$ cat config.mk
export PLATFORM = sky130hd
export DESIGN_NAME = caxi4interconnect_thread_tracker
export DESIGN_NICKNAME = d
export VERILOG_FILES = /design/src/rtl/caxi4interconnect_thread_tracker_pkg.sv /design/src/rtl/caxi4interconnect_thread_slot.sv /design/src/rtl/caxi4interconnect_thread_tracker.sv
export SDC_FILE = /design/constraint.sdc
export NUM_CORES = 1
export LEC_CHECK = 0
export CAP_MARGIN = 20
export CORE_MARGIN = 2
export CORE_UTILIZATION = 40
export CTS_CLUSTER_DIAMETER = 50
export DETAILED_ROUTE_END_ITERATION = 8
export PLACE_DENSITY = 0.75
export SYNTH_ARGS = -nofsm -noshare
export SYNTH_HDL_FRONTEND = slang
export SYNTH_SLANG_ARGS = --single-unit
$ cat constraint.sdc
create_clock -name sysClk -period 3.4 [get_ports sysClk]
set_input_delay 0.68 -clock sysClk [delete_from_list [all_inputs] [get_ports sysClk]]
set_output_delay 0.68 -clock sysClk [all_outputs]
set_load 0.1 [all_outputs]
$ cat src/rtl/caxi4interconnect_thread_tracker_pkg.sv
// -----------------------------------------------------------------------------
// caxi4interconnect_thread_tracker_pkg
// Shared definitions for the outstanding-transaction thread tracker:
//   - slot-index sizing (up to MAX_THREADS slots, THREAD_IDX_WIDTH-bit index)
//   - COUNT_ONE, the count a freshly allocated slot starts at
//   - onehot_to_bin(), used for both matched-slot and free-slot selection
// Optional feature macro used by the files importing this package:
//   CAXI4_THREAD_TRACK_ERR_CHECK_EN (sticky threadErr flag).
// -----------------------------------------------------------------------------
package caxi4interconnect_thread_tracker_pkg;

  localparam int MAX_THREADS      = 8;
  localparam int THREAD_IDX_WIDTH = 3;
  localparam int COUNT_ONE        = 1;

  // Encodes a slot-select vector to a binary index. The scan runs from the top
  // down so the lowest set bit is the one returned; this makes the function
  // safe on vectors with several bits set (illegal duplicate matches, or the
  // whole free-slot vector) and gives lowest-index priority for free.
  function automatic logic [THREAD_IDX_WIDTH-1:0] onehot_to_bin(
    input logic [MAX_THREADS-1:0] vec
  );
    logic [THREAD_IDX_WIDTH-1:0] idx;
    idx = '0;
    for (int i = MAX_THREADS - 1; i >= 0; i--) begin
      if (vec[i]) idx = THREAD_IDX_WIDTH'(i);
    end
    return idx;
  endfunction

endpackage

$ cat src/rtl/caxi4interconnect_thread_slot.sv
// -----------------------------------------------------------------------------
// caxi4interconnect_thread_slot
// One tracker slot: valid flag, master ID, target slave ID and open count.
// Applies allocate / increment / decrement for this slot, saturating the count
// at 0 and OPEN_TRANS_MAX.
// Ports:
//   clk, rst_n        clock, asynchronous active-low reset
//   inc_hit           increment aimed at this (already valid) slot
//   dec_hit           decrement aimed at this (already valid) slot
//   alloc             allocate this (currently free) slot
//   alloc_id          master ID stored on allocation
//   alloc_slave_id    slave ID stored on allocation
//   valid, id, slave_id, count   registered slot state
//   err               (CAXI4_THREAD_TRACK_ERR_CHECK_EN only) one-cycle pulse on
//                     an overflowing increment or underflowing decrement
// -----------------------------------------------------------------------------
module caxi4interconnect_thread_slot
  import caxi4interconnect_thread_tracker_pkg::*;
#(
  parameter int MASTERID_WIDTH   = 4,
  parameter int NUM_SLAVES_WIDTH = 2,
  parameter int OPEN_TRANS_MAX   = 3,
  parameter int OPEN_TRANS_WIDTH = 2
) (
  input  logic                        clk,
  input  logic                        rst_n,
  input  logic                        inc_hit,
  input  logic                        dec_hit,
  input  logic                        alloc,
  input  logic [MASTERID_WIDTH-1:0]   alloc_id,
  input  logic [NUM_SLAVES_WIDTH-1:0] alloc_slave_id,
  output logic                        valid,
  output logic [MASTERID_WIDTH-1:0]   id,
  output logic [NUM_SLAVES_WIDTH-1:0] slave_id,
  output logic [OPEN_TRANS_WIDTH-1:0] count
`ifdef CAXI4_THREAD_TRACK_ERR_CHECK_EN
  ,
  output logic                        err
`endif
);

  localparam logic [OPEN_TRANS_WIDTH-1:0] CNT_ONE = OPEN_TRANS_WIDTH'(COUNT_ONE);
  localparam logic [OPEN_TRANS_WIDTH-1:0] CNT_MAX = OPEN_TRANS_WIDTH'(OPEN_TRANS_MAX);

  logic                        valid_d;
  logic [MASTERID_WIDTH-1:0]   id_d;
  logic [NUM_SLAVES_WIDTH-1:0] slave_id_d;
  logic [OPEN_TRANS_WIDTH-1:0] count_d;

  logic at_max;
  logic at_zero;

  assign at_max  = (count == CNT_MAX);
  assign at_zero = (count == '0);

  // NOTE: every output of a combinational block gets a default first so that
  // no path leaves it unassigned -- otherwise synthesis infers a latch.
  always_comb begin
    valid_d    = valid;
    id_d       = id;
    slave_id_d = slave_id;
    count_d    = count;
    if (alloc) begin
      valid_d    = 1'b1;
      id_d       = alloc_id;
      slave_id_d = alloc_slave_id;
      count_d    = CNT_ONE;
    end else if (inc_hit && dec_hit) begin
      // Net zero: the slot stays open even at count 1.
      count_d = count;
    end else if (inc_hit) begin
      if (!at_max) count_d = count + CNT_ONE;
    end else if (dec_hit) begin
      if (!at_zero) begin
        count_d = count - CNT_ONE;
        if (count == CNT_ONE) valid_d = 1'b0;
      end
    end
  end

`ifdef CAXI4_THREAD_TRACK_ERR_CHECK_EN
  assign err = (inc_hit && !dec_hit && at_max) || (dec_hit && !inc_hit && at_zero);
`endif

  // NOTE: state registers use non-blocking assignments so every flop samples
  // pre-edge values regardless of process ordering; the asynchronous reset
  // sits in the sensitivity list so slots clear without a clock.
  always_ff @(posedge clk or negedge rst_n) begin
    if (!rst_n) begin
      valid    <= 1'b0;
      id       <= '0;
      slave_id <= '0;
      count    <= '0;
    end else begin
      valid    <= valid_d;
      id       <= id_d;
      slave_id <= slave_id_d;
      count    <= count_d;
    end
  end

endmodule

$ cat src/rtl/caxi4interconnect_thread_tracker.sv
// -----------------------------------------------------------------------------
// caxi4interconnect_thread_tracker
// Per-master outstanding-transaction tracker for one direction. Holds
// NUM_THREADS slots (master ID, target slave, open count), reports the status
// of currTransID combinationally, increments on accepted address handshakes
// and decrements on final response handshakes.
// Ports:
//   sysClk, sysReset      clock, asynchronous active-low reset
//   currTransID           ID being looked up / incremented
//   currTransSlaveID      decoded target of the current request
//   openTransInc          address handshake accepted for currTransID
//   openTransDec          final response handshake for respID
//   respID                ID of the completing response
//   threadAvail           at least one free slot
//   threadValid           a valid slot matches currTransID
//   threadCount           matched slot count, 0 if none
//   threadSlaveID         matched slot slave ID, 0 if none
//   transIdle             all slots free
//   threadErr             sticky protocol-error flag; only implemented when
//                         CAXI4_THREAD_TRACK_ERR_CHECK_EN is defined, else 0
// -----------------------------------------------------------------------------
module caxi4interconnect_thread_tracker
  import caxi4interconnect_thread_tracker_pkg::*;
#(
  parameter int NUM_SLAVES       = 4,
  parameter int NUM_SLAVES_WIDTH = 2,
  parameter int MASTERID_WIDTH   = 4,
  parameter int NUM_THREADS      = 1,
  parameter int OPEN_TRANS_MAX   = 3,
  parameter int OPEN_TRANS_WIDTH = 2
) (
  input  logic                        sysClk,
  input  logic                        sysReset,
  input  logic [MASTERID_WIDTH-1:0]   currTransID,
  input  logic [NUM_SLAVES_WIDTH-1:0] currTransSlaveID,
  input  logic                        openTransInc,
  input  logic                        openTransDec,
  input  logic [MASTERID_WIDTH-1:0]   respID,
  output logic                        threadAvail,
  output logic                        threadValid,
  output logic [OPEN_TRANS_WIDTH-1:0] threadCount,
  output logic [NUM_SLAVES_WIDTH-1:0] threadSlaveID,
  output logic                        transIdle,
  output logic                        threadErr
);

  if (NUM_THREADS < 1 || NUM_THREADS > MAX_THREADS) begin : g_bad_threads
    $error("NUM_THREADS must be in 1..8");
  end
  if (NUM_SLAVES > (1 << NUM_SLAVES_WIDTH)) begin : g_bad_slaves
    $error("NUM_SLAVES_WIDTH too narrow for NUM_SLAVES");
  end
  if (OPEN_TRANS_MAX >= (1 << OPEN_TRANS_WIDTH)) begin : g_bad_count
    $error("OPEN_TRANS_WIDTH too narrow for OPEN_TRANS_MAX");
  end

  logic                        slot_valid    [NUM_THREADS];
  logic [MASTERID_WIDTH-1:0]   slot_id       [NUM_THREADS];
  logic [NUM_SLAVES_WIDTH-1:0] slot_slave_id [NUM_THREADS];
  logic [OPEN_TRANS_WIDTH-1:0] slot_count    [NUM_THREADS];

  logic [NUM_THREADS-1:0] match_vec, resp_vec, free_vec;
  logic [NUM_THREADS-1:0] inc_hit, dec_hit, alloc;

  logic [THREAD_IDX_WIDTH-1:0] match_idx, resp_idx, free_idx;
  logic match_any, resp_any, free_any;

  always_comb begin
    for (int i = 0; i < NUM_THREADS; i++) begin
      match_vec[i] = slot_valid[i] && (slot_id[i] == currTransID);
      resp_vec[i]  = slot_valid[i] && (slot_id[i] == respID);
      free_vec[i]  = !slot_valid[i];
    end
  end

  assign match_any = |match_vec;
  assign resp_any  = |resp_vec;
  assign free_any  = |free_vec;

  assign match_idx = onehot_to_bin(MAX_THREADS'(match_vec));
  assign resp_idx  = onehot_to_bin(MAX_THREADS'(resp_vec));
  assign free_idx  = onehot_to_bin(MAX_THREADS'(free_vec));

  // free_vec is pre-edge state, so a slot released by this cycle's decrement
  // is never a candidate for this cycle's allocation.
  always_comb begin
    for (int i = 0; i < NUM_THREADS; i++) begin
      inc_hit[i] = openTransInc && match_any && (match_idx == THREAD_IDX_WIDTH'(i));
      dec_hit[i] = openTransDec && resp_any && (resp_idx == THREAD_IDX_WIDTH'(i));
      alloc[i]   = openTransInc && !match_any && free_any &&
                   (free_idx == THREAD_IDX_WIDTH'(i));
    end
  end

`ifdef CAXI4_THREAD_TRACK_ERR_CHECK_EN
  logic [NUM_THREADS-1:0] slot_err;
`endif

  for (genvar g = 0; g < NUM_THREADS; g++) begin : g_slot
    caxi4interconnect_thread_slot #(
      .MASTERID_WIDTH  (MASTERID_WIDTH),
      .NUM_SLAVES_WIDTH(NUM_SLAVES_WIDTH),
      .OPEN_TRANS_MAX  (OPEN_TRANS_MAX),
      .OPEN_TRANS_WIDTH(OPEN_TRANS_WIDTH)
    ) u_slot (
      .clk           (sysClk),
      .rst_n         (sysReset),
      .inc_hit       (inc_hit[g]),
      .dec_hit       (dec_hit[g]),
      .alloc         (alloc[g]),
      .alloc_id      (currTransID),
      .alloc_slave_id(currTransSlaveID),
      .valid         (slot_valid[g]),
      .id            (slot_id[g]),
      .slave_id      (slot_slave_id[g]),
      .count         (slot_count[g])
`ifdef CAXI4_THREAD_TRACK_ERR_CHECK_EN
      ,
      .err           (slot_err[g])
`endif
    );
  end

  always_comb begin
    threadCount   = '0;
    threadSlaveID = '0;
    for (int i = 0; i < NUM_THREADS; i++) begin
      if (match_any && (match_idx == THREAD_IDX_WIDTH'(i))) begin
        threadCount   = slot_count[i];
        threadSlaveID = slot_slave_id[i];
      end
    end
  end

  assign threadAvail = free_any;
  assign threadValid = match_any;
  assign transIdle   = &free_vec;

`ifdef CAXI4_THREAD_TRACK_ERR_CHECK_EN
  logic inc_drop, dec_drop, err_event, err_q;

  assign inc_drop  = openTransInc && !match_any && !free_any;
  assign dec_drop  = openTransDec && !resp_any;
  assign err_event = inc_drop || dec_drop || (|slot_err);

  always_ff @(posedge sysClk or negedge sysReset) begin
    if (!sysReset)      err_q <= 1'b0;
    else if (err_event) err_q <= 1'b1;
  end

  assign threadErr = err_q;

`ifndef SYNTHESIS
  always @(posedge sysClk) begin
    if (sysReset && err_event)
      $display("%m: illegal tracker event (inc_drop=%0b dec_drop=%0b slot_err=%b)",
               inc_drop, dec_drop, slot_err);
  end
`endif
`else
  assign threadErr = 1'b0;
`endif

endmodule

=== Word-level counts from Yosys, hierarchy flattened ===
Index checks and enable logic that the tools add are counted.

* Bits in registers: 9
* Input port bits: 14
* Output and inout bits: 8
* Logic and storage cells: 44

* Add/subtract/negate cells: 2
* Equal/unequal tests: 9
* Muxes and demuxes: 14
* Reductions and logical operators: 15

{| class="wikitable"
|+ Operators by type and width
! cell !! number
|-
| $mux W2 || 8
|-
| $eq A4 B4 Y1 || 2
|-
| $logic_and A1 B1 Y1 || 7
|-
| $mux W1 || 6
|-
| $ne A2 B2 Y1 const B || 3
|-
| $reduce_and A5 Y1 || 1
|-
| $reduce_and A4 Y1 || 1
|-
| $reduce_bool A2 Y1 || 2
|-
| $ne A3 B2 Y1 const B || 1
|-
| $ne A3 B3 Y1 const B || 1
|-
| $reduce_bool A3 Y1 || 1
|-
| $add A2 B1 Y2 const B || 1
|-
| $eq A2 B1 Y1 const B || 1
|-
| $eq A2 B2 Y1 const B || 1
|-
| $logic_not A1 Y1 || 2
|-
| $logic_not A2 Y1 || 1
|-
| $sub A2 B1 Y2 const B || 1
|}

=== Logic depth before layout (Yosys ltp) ===
* Depth after elaboration: 7
* Gate-level depth with buffers: 6
* Depth with buffers taken out: 6

=== Hierarchy ===
From an unflattened synthesis, not the netlist that was laid out.

* Cell total of the unflattened synthesis: 67
* Area total of the unflattened synthesis: 626.9 um^2

{| class="wikitable"
|+ Modules (own cells, without submodules)
! module !! instances !! cells each !! area an instance (um^2) !! sequential area each (um^2)
|-
| caxi4interconnect_thread_slot || 1 || 36 || 445.4 || 225.2
|-
| caxi4interconnect_thread_tracker || 1 || 31 || 181.4 || 0.0
|}

=== Worst setup path after synthesis ===
No wires, ideal clock.

* Kind: reg2out
* Start: register g_slot[0].u_slot.valid
* End: output port threadCount[0]
* Arrival: 3.411 ns
* Path slack: -0.691 ns
* Stages on the path, launching flop included: 5
* Path buffers: 0
* Cell sequence: dfrtp_1 inv_1 a2111o_1 nor4_4 and2_1

* Cells in the longest elaborated chain, start to end: 2

{| class="wikitable"
|+ Ends and longest elaborated chain
! what !! RTL line !! RTL
|-
| start: declaration || caxi4interconnect_thread_slot.sv:32 || <nowiki>output logic valid,</nowiki>
|-
| start signal: assignment || caxi4interconnect_thread_slot.sv:95 || <nowiki>valid <= valid_d;</nowiki>
|-
| $logic_and A1 B1 Y1 || caxi4interconnect_thread_tracker.sv:70 || <nowiki>match_vec[i] = slot_valid[i] && (slot_id[i] == currTransID);</nowiki>
|-
| via threadValid || caxi4interconnect_thread_tracker.sv:40 || <nowiki>output logic threadValid,</nowiki>
|-
| $mux W2 || caxi4interconnect_thread_tracker.sv:128 || <nowiki>if (match_any && (match_idx == THREAD_IDX_WIDTH'(i))) begin</nowiki>
|-
| end: declaration || caxi4interconnect_thread_tracker.sv:41 || <nowiki>output logic [OPEN_TRANS_WIDTH-1:0] threadCount,</nowiki>
|}

The timed path passes the listed nets, and every way through them passes these cells.

=== Final worst setup path ===
* Start: input port currTransID[0]
* End: output port threadSlaveID[1]

* Cells in the longest elaborated chain, start to end: 3

{| class="wikitable"
|+ Ends and longest elaborated chain
! what !! RTL line !! RTL
|-
| start: declaration || caxi4interconnect_thread_tracker.sv:34 || <nowiki>input logic [MASTERID_WIDTH-1:0] currTransID,</nowiki>
|-
| $eq A4 B4 Y1 || caxi4interconnect_thread_tracker.sv:70 ||
|-
| $logic_and A1 B1 Y1 || caxi4interconnect_thread_tracker.sv:70 ||
|-
| $mux W2 || caxi4interconnect_thread_tracker.sv:128 ||
|-
| end: declaration || caxi4interconnect_thread_tracker.sv:42 || <nowiki>output logic [NUM_SLAVES_WIDTH-1:0] threadSlaveID,</nowiki>
|}

No other way between the ends.

==> impl_metrics.tcl <==
set metrics [dict create \
    slew-limit-headroom_pct 51.3 \
    io_pins 22 \
    grt-busiest-layer "met2" \
    row_count 14 \
    critPathMaxFanout 6 \
    fillCellCount 136 \
    synthTopCellsByArea "dfrtp_1 (37%), mux2_2 (9.3%), ha_1 (6.2%)" \
    insertion_delay_ns 0.25 \
    drv_cap 0 \
    start_util_pct 41.3 \
    core_um2 1470 \
    rr_endpoint "g_slot[0].u_slot.count[1]" \
    crit_family "simple AND/OR/NAND/NOR gates" \
    holdWs_ns 0.504 \
    worst_setup_path_start_kind "input port" \
    cts_tree "built" \
    globalplace.congestion 0.751 \
    post_cts_buffers 0 \
    overflow 0 \
    skew_ns 0.00235 \
    track_usage_pct 16.2 \
    slowest_delay_ns 0.44 \
    vias_per_cell 5.09 \
    wl_per_cell_um 12.9 \
    critPathBufInv 2 \
    diodes 0 \
    worst_pin_slew_ns 0.729 \
    p_sw_share_pct 47.3 \
    grt_antenna_before_repair 0 \
    pwr-share-clk_pct 10.4 \
    r2r_cells 7 \
    synth_seq_cells 9 \
    syn_avg_cell_area_um2 10.1 \
    p_comb_share_pct 62.3 \
    max_freq_mhz 311 \
    p_leak_nw 0.400 \
    area_growth_syn_to_layout_pct 46.9 \
    ys_warn_count 0 \
    path_depth 6 \
    drt_iter0_drc 2 \
    fp.dieArea_um2 1850 \
    yosysTopAreaCell "dfrtp_1" \
    synth.net_count 77 \
    finalCriticalPeriod_ns 3.21 \
    multi_input_area_um2 343 \
    run_status "complete, no violations" \
    antenna_left 0 \
    p_per_area_nw_per_um2 844 \
    hold_violations 0 \
    cts.sinks 9 \
    synthCells 60 \
    synthTopCellsByCount "dfrtp_1 (9), inv_1 (7), mux2_2 (5)" \
    drt_pass1_iterations 4 \
    yosysTopAreaCellShare_pct 37.0 \
    path_class "in2out" \
    fin_tns_setup_ns 0 \
    rsz0062_at_grt "false" \
    ys_async_sr_fraction_pct 100 \
    use_met2_pct 29.4 \
    worstPathArrival_ns 2.53 \
    nNetsFinal 100 \
    p_sw_uw 356 \
    cts.clk_slew.worst_paths_ns 0.06 \
    worstPathCellList "clkdlybuf4s50_1 -> nor2b_1 -> a2111o_1 -> nor4_4 -> and2_2 -> buf_12" \
    grtUsageMet1_pct 19.0 \
    grt_max_degree 10 \
    yosysUniqueCellTypes 27 \
    die_h_um 43.0 \
    seqCellArea_um2 225 \
    cts_buffers 3 \
    ys.flop_type "dfrtp_1" \
    grt_pass1_wl_um 2240 \
    ys_seq_area_share_pct 37.0 \
    syn-cell-area_um2 608 \
    seq_power_share_pct 27.2 \
    finalSetupViolCount 0 \
    grt_pass1_vias 541 \
    htree_num_levels 1 \
    synth-edff-count 0 \
    clk_path_buf_depth 2 \
    r2r_slack_ns 1.24 \
    ir_worst_vdd_uv 483 \
    crit_end "threadSlaveID[1]" \
    critPathCaptureType "primary output" \
    rr_startpoint "g_slot[0].u_slot.id[0]" \
    cp-startpoint "currTransID[0]" \
    port_buffers 20 \
    hpwl_um 1060 \
    vias 499 \
    cp.required_ns 2.72 \
    internal-power_uw 398 \
    die_w_um 43.0 \
    slowest_stage "clkdlybuf4s50_1" \
    use_met3_pct 1.28 \
    drive_above_1_share_pct 28.0 \
    period_share_pct 94.4 \
    drc 0 \
    routed_wl_um 1270 \
    postCtsHoldBufs 0 \
    postCtsResizedCells 0 \
    hp-class "reg2reg" \
    root_buffer "clkbuf_4" \
    yosysMostFrequentCell "dfrtp_1" \
    maxSlewViolCount 0 \
]
-- layer usage --
| metal | share of wire (%) | up-vias | wire length, µm |
|---|---|---|---|
| met2 | 52 | 9 | 654 |
| met5 | 0 | - | 0 |
| met4 | 0.95 | 0 | 12 |
| met3 | 3.2 | 2 | 40 |
| li1 | - | 250 | - |
| met1 | 44 | 238 | 560 |
-- cell usage in the layout (no fill, tap or decap), types with 3 or more instances in the layout --
master / count
nand2_1: 3
ha_1: 3
inv_1: 7
mux2_2: 5
and2_2: 4
buf_12: 5
clkbuf_4: 3
buf_4: 3
nor2b_1: 4
clkdlybuf4s50_1: 13
dfrtp_1: 9
-- layout make-up --
type | count | area share (%)
clock buffers | 4 | 2.94
inverters | 7 | 2.94
multi-input cells | 41 | 38.4
flip-flops and latches | 9 | 25.2
well taps | 16 | 2.24
repair buffers | 21 | 28.3
-- power by group through the flow --
| stage | registers [mW] | clock network [mW] | logic, mW |
|---|---|---|---|
| after global routing | 0.216 | 0.0858 | 0.503 |
| after global placement | 0.205 | 0 | 0.464 |
| final | 0.205 | 0.0787 | 0.470 |
| after CTS | 0.206 | 0.0813 | 0.475 |
| after detailed placement | 0.208 | 0 | 0.474 |
| after floorplan | 0.194 | 0 | 0.352 |
-- stage by stage --
| step | setup WS [ns] | area (µm²) | power [mW] | std cells | utilization (%) |
|---|---|---|---|---|---|
| global placement | 0.250 | 867 | 0.668 | 94 | 58.9 |
| detailed placement | 0.176 | 867 | 0.681 | 94 | 58.9 |
| floorplan | -0.393 | 613 | 0.546 | 60 | - |
| finish | 0.189 | 893 | 0.754 | 98 | 60.7 |
| global route | 0.0737 | 893 | 0.805 | 98 | 60.7 |
| CTS | 0.175 | 893 | 0.762 | 98 | 60.7 |
-- worst min-delay path by stage --
stage / endpoint / cells past startpoint / startpoint / slack, ns
floorplan: g_slot[0].u_slot.count[0] / 0 / sysReset / 0.38
global placement: g_slot[0].u_slot.slave_id[0] / 1 / g_slot[0].u_slot.slave_id[0] / 0.49
detailed placement: g_slot[0].u_slot.slave_id[1] / 1 / g_slot[0].u_slot.slave_id[1] / 0.49
CTS: g_slot[0].u_slot.slave_id[1] / 1 / g_slot[0].u_slot.slave_id[1] / 0.51
global route: g_slot[0].u_slot.slave_id[1] / 1 / g_slot[0].u_slot.slave_id[1] / 0.53
finish: g_slot[0].u_slot.slave_id[1] / 1 / g_slot[0].u_slot.slave_id[1] / 0.50
-- state kept, by name (all words and copies together) (netlist names) --
signal / count
g_slot.u_slot.valid: 1
g_slot.u_slot.id: 4
g_slot.u_slot.slave_id: 2
g_slot.u_slot.count: 2
-- cells by family after synthesis --
kind of cell,Yosys count,share of synthesized area (%)
AOI/OAI and AO/OA,10,13.8
xor gates and xnor gates,2,2.88
adders and majority gates,3,6.17
buffers and inverters,10,7.41
DFF,9,37.0
muxes,7,12.6
other,1,0.617
and+or+nand+nor,18,19.5
Note: power is estimated with default switching activity, not from simulation.
==> patch 1 (same flow settings) <==
Put a register stage on the outputs `threadAvail`, `threadValid` and `transIdle`, without a reset. The values now appear one clock later. The other outputs are not delayed to match.
--- a/src/rtl/caxi4interconnect_thread_tracker.sv
+++ b/src/rtl/caxi4interconnect_thread_tracker.sv
@@ -134,5 +134,7 @@
 
-  assign threadAvail = free_any;
-  assign threadValid = match_any;
-  assign transIdle   = &free_vec;
+  always_ff @(posedge sysClk) begin
+    threadAvail <= free_any;
+    threadValid <= match_any;
+    transIdle   <= &free_vec;
+  end
 
Check against the original RTL: not equivalent (a bounded check fails within 4 cycles, from zero or initial values and one cycle with sysReset low).
==> patch 1 against the original RTL <==
  * Sequential cell count grew 2
  * Via count up 2.0%
  * Cell count rose by 1.0%
  * Combinational power fell by 6.2%
  * Worst setup slack improved by 0.38 ns
  * Register-to-register slack improved by 0.41 ns
  * Power up 3.0%
  * Clock power grew 11%
  * Non-clock buffer count is 1 lower
  * Routed wire length decreased by 0.24%
  * Final area up 5.5%
  * Synthesized area up 11%
  * Largest cell class unchanged
  * Largest power group unchanged
==> patch 1: results (changes against the original RTL) <==
Outcome
  • Status: completed (unchanged)

Global routing
  • Met2 Use GR: 0.257 (was 0.294)
  • Total GRT Usage: 0.159 (was 0.162)
  • Vias in the first global route: 525 (was 541)
  • Met1 GRT Util: 0.185 (was 0.190)
  • Met3 GRT Util: 0.0640 (was 0.0128)
  • Global-route wire length before repair: 2250 µm (was 2240 µm)

Critical path
  • Slowest Stage Delay on Critical Path: 0.49 ns (was 0.44 ns)
  • CP top delay family: buffers and inverters (was simple AND/OR/NAND/NOR gates)
  • Worst Path Arrival: 2.15 ns (was 2.53 ns)

Clocking
  • CTS buffer count: 3 (unchanged)
  • Skew-Pair Late Insertion Delay: 0.27 ns (was 0.25 ns)

Routing
  • Met3 WL post-DR: 54 µm (was 40 µm)
  • Via/cell ratio: 5.14 (was 5.09)
  • Met2 WL: 642 µm (was 654 µm)
  • DR pass1 iterations: 3 (was 4)
  • Met1 WL: 556 µm (was 560 µm)
  • Initial DRC count: 3 (was 2)
  • Final WL: 1260 µm (was 1270 µm)

Synthesis
  • Synthesized Nets: 79 (was 77)
  • Synth area leaders: dfrtp_1 (33%), mux2_2 (10%), dfxtp_1 (5.9%), ha_1 (5.6%), xnor2_1 (5.2%) (was dfrtp_1 (37%), mux2_2 (9.3%), ha_1 (6.2%), inv_1 (4.3%), and2_1 (4.1%))
  • Most frequent cells after synthesis: dfrtp_1 (9), mux2_2 (6), inv_1 (5), and2_1 (4), xnor2_1 (4) (was dfrtp_1 (9), inv_1 (7), mux2_2 (5), and2_1 (4), nor2b_1 (4))
  • Synth cell types: 28 (was 27)
  • Sequential share of the synthesized area: 0.393 (was 0.370)
  • Asr flop ratio synth: 0.818 (was 1.00)
  • Syn avg cell area: 10.9 µm² (was 10.1 µm²)

STA
  • Worst-Margin Slew: 0.966 ns (was 0.729 ns)

Pwr
  • Switching pwr: 0.363 mW (was 0.356 mW)
  • Leakage: 0.410 nW (was 0.400 nW)
  • Peak VDD IR: 0.586 mV (was 0.483 mV)

Finish
  • FILL cells: 137 (was 136)
  • Final nets: 101 (was 100)
  • Seq. cell area: 265 µm² (was 225 µm²)
  • Layout cells sized above 1: 0.217 (was 0.280)
  • Antenna cells: 0 (unchanged)

Placed design
  • GP Congestion: 0.703 (was 0.751)
  • Area after DPL: 916 µm² (was 867 µm²)
  • Placed wire-length estimate: 1040 µm (was 1060 µm)
  • Dpl ws: 0.577 ns (was 0.176 ns)
  • Placed insts: 95 (was 94)

Worst hold path
  • Hold Crit Class: flop to flop (unchanged)
## patch 1: cell count changes in the layout (fill, tap and decap cells not counted), sizes merged, moves of 3 or more
cell,before,now
buf,8,4
and3,0,4
xnor2,1,5
clkdlybuf4s50,13,16
nor2b,4,0
## patch 1: area by class of cell
| class | instances | area share |
|---|---|---|
| clock buffers | 4 | 0.0279 |
| inverters | 5 | 0.0199 |
| repair buffers | 20 | 0.255 |
| multi-input cells | 43 | 0.394 |
| flip-flops and latches | 11 | 0.282 |
| well taps | 16 | 0.0212 |
## patch 1: power by group through the flow
stage / sequential (mW) / clock, mW / combinational [mW]
floorplan: 0.293 / 0 / 0.292
global placement: 0.249 / 0 / 0.434
detailed placement: 0.250 / 0 / 0.446
CTS: 0.248 / 0.0932 / 0.447
global route: 0.258 / 0.0989 / 0.477
finish: 0.247 / 0.0875 / 0.441
## patch 1: logic make-up after synthesis
logic type	after synthesis	share of synthesized area
simple gates	17	0.167
mux	8	0.130
compound gates	6	0.0779
buf+inv	8	0.0556
flops	11	0.393
fa+ha+maj	3	0.0557
xor+xnor	8	0.115
other cells	1	0.00556
## patch 1: path summary, 6_finish.rpt
path / end / slack (ns) / start / depth (start not counted)
max: threadSlaveID[0] / 0.57 / currTransID[0] / 6
max reg2reg: g_slot[0].u_slot.count[1] / 1.65 / g_slot[0].u_slot.count[0] / 5
max in group asynchronous: g_slot[0].u_slot.id[2] / 2.37 / sysReset / 1
min: g_slot[0].u_slot.slave_id[1] / 0.50 / g_slot[0].u_slot.slave_id[1] / 1
min reg2reg: g_slot[0].u_slot.slave_id[1] / 0.50 / g_slot[0].u_slot.slave_id[1] / 1
min in group asynchronous: g_slot[0].u_slot.valid / 0.72 / sysReset / 1
==> patch 2 (same settings) <==
Without the edit above. Add a define of `CAXI4_THREAD_TRACK_ERR_CHECK_EN`.
--- a/src/rtl/caxi4interconnect_thread_slot.sv
+++ b/src/rtl/caxi4interconnect_thread_slot.sv
@@ -16,2 +16,4 @@
 // -----------------------------------------------------------------------------
+`define CAXI4_THREAD_TRACK_ERR_CHECK_EN
+
 module caxi4interconnect_thread_slot
Behaviour: not the same (a bounded check fails within 4 cycles, from zero or initial values and one cycle with sysReset low).
==> patch 2 against the original RTL <==
  * Power grew 13%
  * Synthesized area grew 18%
  * Combinational power grew 7.7%
  * Register-to-register slack gained 0.19 ns
  * Die area grew 17%
  * Worst hold slack lost 0.029 ns
  * Final area grew 15%
  * Sequential cell count grew 1
  * Worst setup slack gained 0.28 ns
  * Routed wire length grew 27%
  * Critical path type unchanged
  * Largest power group unchanged
==> patch 2: results (changes against the original RTL) <==
Outcome
  • Status: completed (unchanged)

Synthesis
  • Synth area leaders: dfrtp_1 (35%), xor2_1 (9.7%), mux2_2 (9.4%), ha_1 (5.2%), and3_2 (4.2%) (was dfrtp_1 (37%), mux2_2 (9.3%), ha_1 (6.2%), inv_1 (4.3%), and2_1 (4.1%))
  • Synth cell types: 28 (was 27)
  • Sequential share of the synthesized area: 0.348 (was 0.370)
  • Post-Syn Instances: 72 (was 60)
  • Synth warn: 0 (unchanged)
  • Synthesized Nets: 89 (was 77)
  • Synth Flop Type: dfrtp_1 (unchanged)
  • Most frequent cells after synthesis: dfrtp_1 (10), xor2_1 (8), nand2_1 (7), mux2_2 (6) (was dfrtp_1 (9), inv_1 (7), mux2_2 (5), and2_1 (4), nor2b_1 (4))
  • Asr flop ratio synth: 1.00 (unchanged)

Pwr
  • Leakage: 0.441 nW (was 0.400 nW)
  • Peak VDD IR: 0.463 mV (was 0.483 mV)
  • Sw frac: 0.492 (was 0.473)

Placed design
  • GP Congestion: 0.778 (was 0.751)
  • Placed wire-length estimate: 1210 µm (was 1060 µm)
  • Dpl ws: 0.464 ns (was 0.176 ns)
  • Count of input and output buffers: 21 (was 20)
  • Area after DPL: 988 µm² (was 867 µm²)
  • Placed insts: 115 (was 94)

STA
  • Final Setup Violations: 0 (unchanged)
  • Worst-Margin Slew: 0.957 ns (was 0.729 ns)
  • Final Skew: 0.00153 ns (was 0.00235 ns)

Clocking
  • Skew-Pair Late Insertion Delay: 0.27 ns (was 0.25 ns)
  • H-tree depth: 1 (unchanged)
  • Root buf cell: clkbuf_4 (unchanged)
  • Post-CTS Resized: 0 (unchanged)
  • Register clock-pin slew on the reported worst setup and hold paths: 0.08 ns (was 0.06 ns)

Routing
  • Final WL: 1610 µm (was 1270 µm)
  • Routed len/inst: 13.5 µm (was 12.9 µm)
  • DR pass1 iterations: 4 (unchanged)
  • Via/cell ratio: 5.22 (was 5.09)
  • DRC violations left: 0 (unchanged)
  • Initial DRC count: 9 (was 2)

Global routing
  • Global-route wire length before repair: 2630 µm (was 2240 µm)
  • Total GRT Usage: 0.174 (was 0.162)
  • Vias in the first global route: 618 (was 541)
  • Largest net degree at the start of global routing: 13 (was 10)

Critical path
  • Slowest Stage Delay on Critical Path: 0.51 ns (was 0.44 ns)
  • CP top delay family: simple AND/OR/NAND/NOR gates (unchanged)
  • Worst Path Arrival: 2.25 ns (was 2.53 ns)
  • Slowest-stage cell, CP: nor4_2 (was clkdlybuf4s50_1)

Worst hold path
  • Hold Crit Class: flop to flop (unchanged)

Finish
  • Layout cells sized above 1: 0.277 (was 0.280)
  • Final nets: 112 (was 100)
  • Antenna cells: 0 (unchanged)
  • Largest regs: g_slot.u_slot.id x4, g_slot.u_slot.count x2, g_slot.u_slot.slave_id x2 (unchanged)
==> patch 2: cell count changes in the layout (fill, tap and decap cells not counted), moves of 2 or more <==
cell      unedited run  this run
mux2i_1              2         0
a21o_1               0         2
and2_2               4         1
nor2b_1              4         0
and3_2               0         4
a21oi_1              0         2
xor2_1               1         8
nand2_1              3         7
o22ai_1              2         0
o221ai_1             0         2
inv_1                7         4
==> patch 2: final timing paths <==
path	to	cells after the start	slack (ns)	startpoint
max in group asynchronous	g_slot[0].u_slot.id[2]	1	2.34	sysReset
min in group asynchronous	g_slot[0].u_slot.id[0]	1	0.73	sysReset
worst max register to register	g_slot[0].u_slot.count[1]	6	1.43	g_slot[0].u_slot.id[0]
worst max-delay path	threadCount[0]	5	0.47	currTransID[0]
worst min register to register	threadErr	2	0.48	threadErr
worst min-delay path	threadErr	2	0.48	threadErr
==> patch 2: final cells by class <==
| class | instances | area [µm²] |
|---|---|---|
| clock buffer | 4 | 36.3 |
| fill | 144 | 683 |
| tap | 25 | 31.3 |
| multi-input combinational | 54 | 429 |
| inverter | 4 | 15.0 |
| timing repair buffer | 22 | 263 |
| sequential | 10 | 250 |
==> patch 2: cell families after synthesis <==
group                      synth area share
and+or+nand+nor                       0.198
DFF                                   0.348
buffers and inverters                0.0556
xor gates and xnor gates              0.110
muxes                                0.0939
AOI/OAI and AO/OA                     0.143
adders and majority gates            0.0522
==> patch 2: routing by layer <==
layer  part of all wire  global-route usage
met5                  0                   0
met4              0.039               0.103
met3              0.038              0.0431
met2               0.48               0.269
met1               0.44               0.217
==> patch 2: power by group through the flow <==
stage               clock [mW]  sequential (mW)  combinational [mW]
CTS                      0.116            0.234               0.509
global route             0.118            0.245               0.546
finish                   0.113            0.234               0.506
floorplan                    0            0.209               0.413
global placement             0            0.234               0.497
detailed placement           0            0.237               0.503
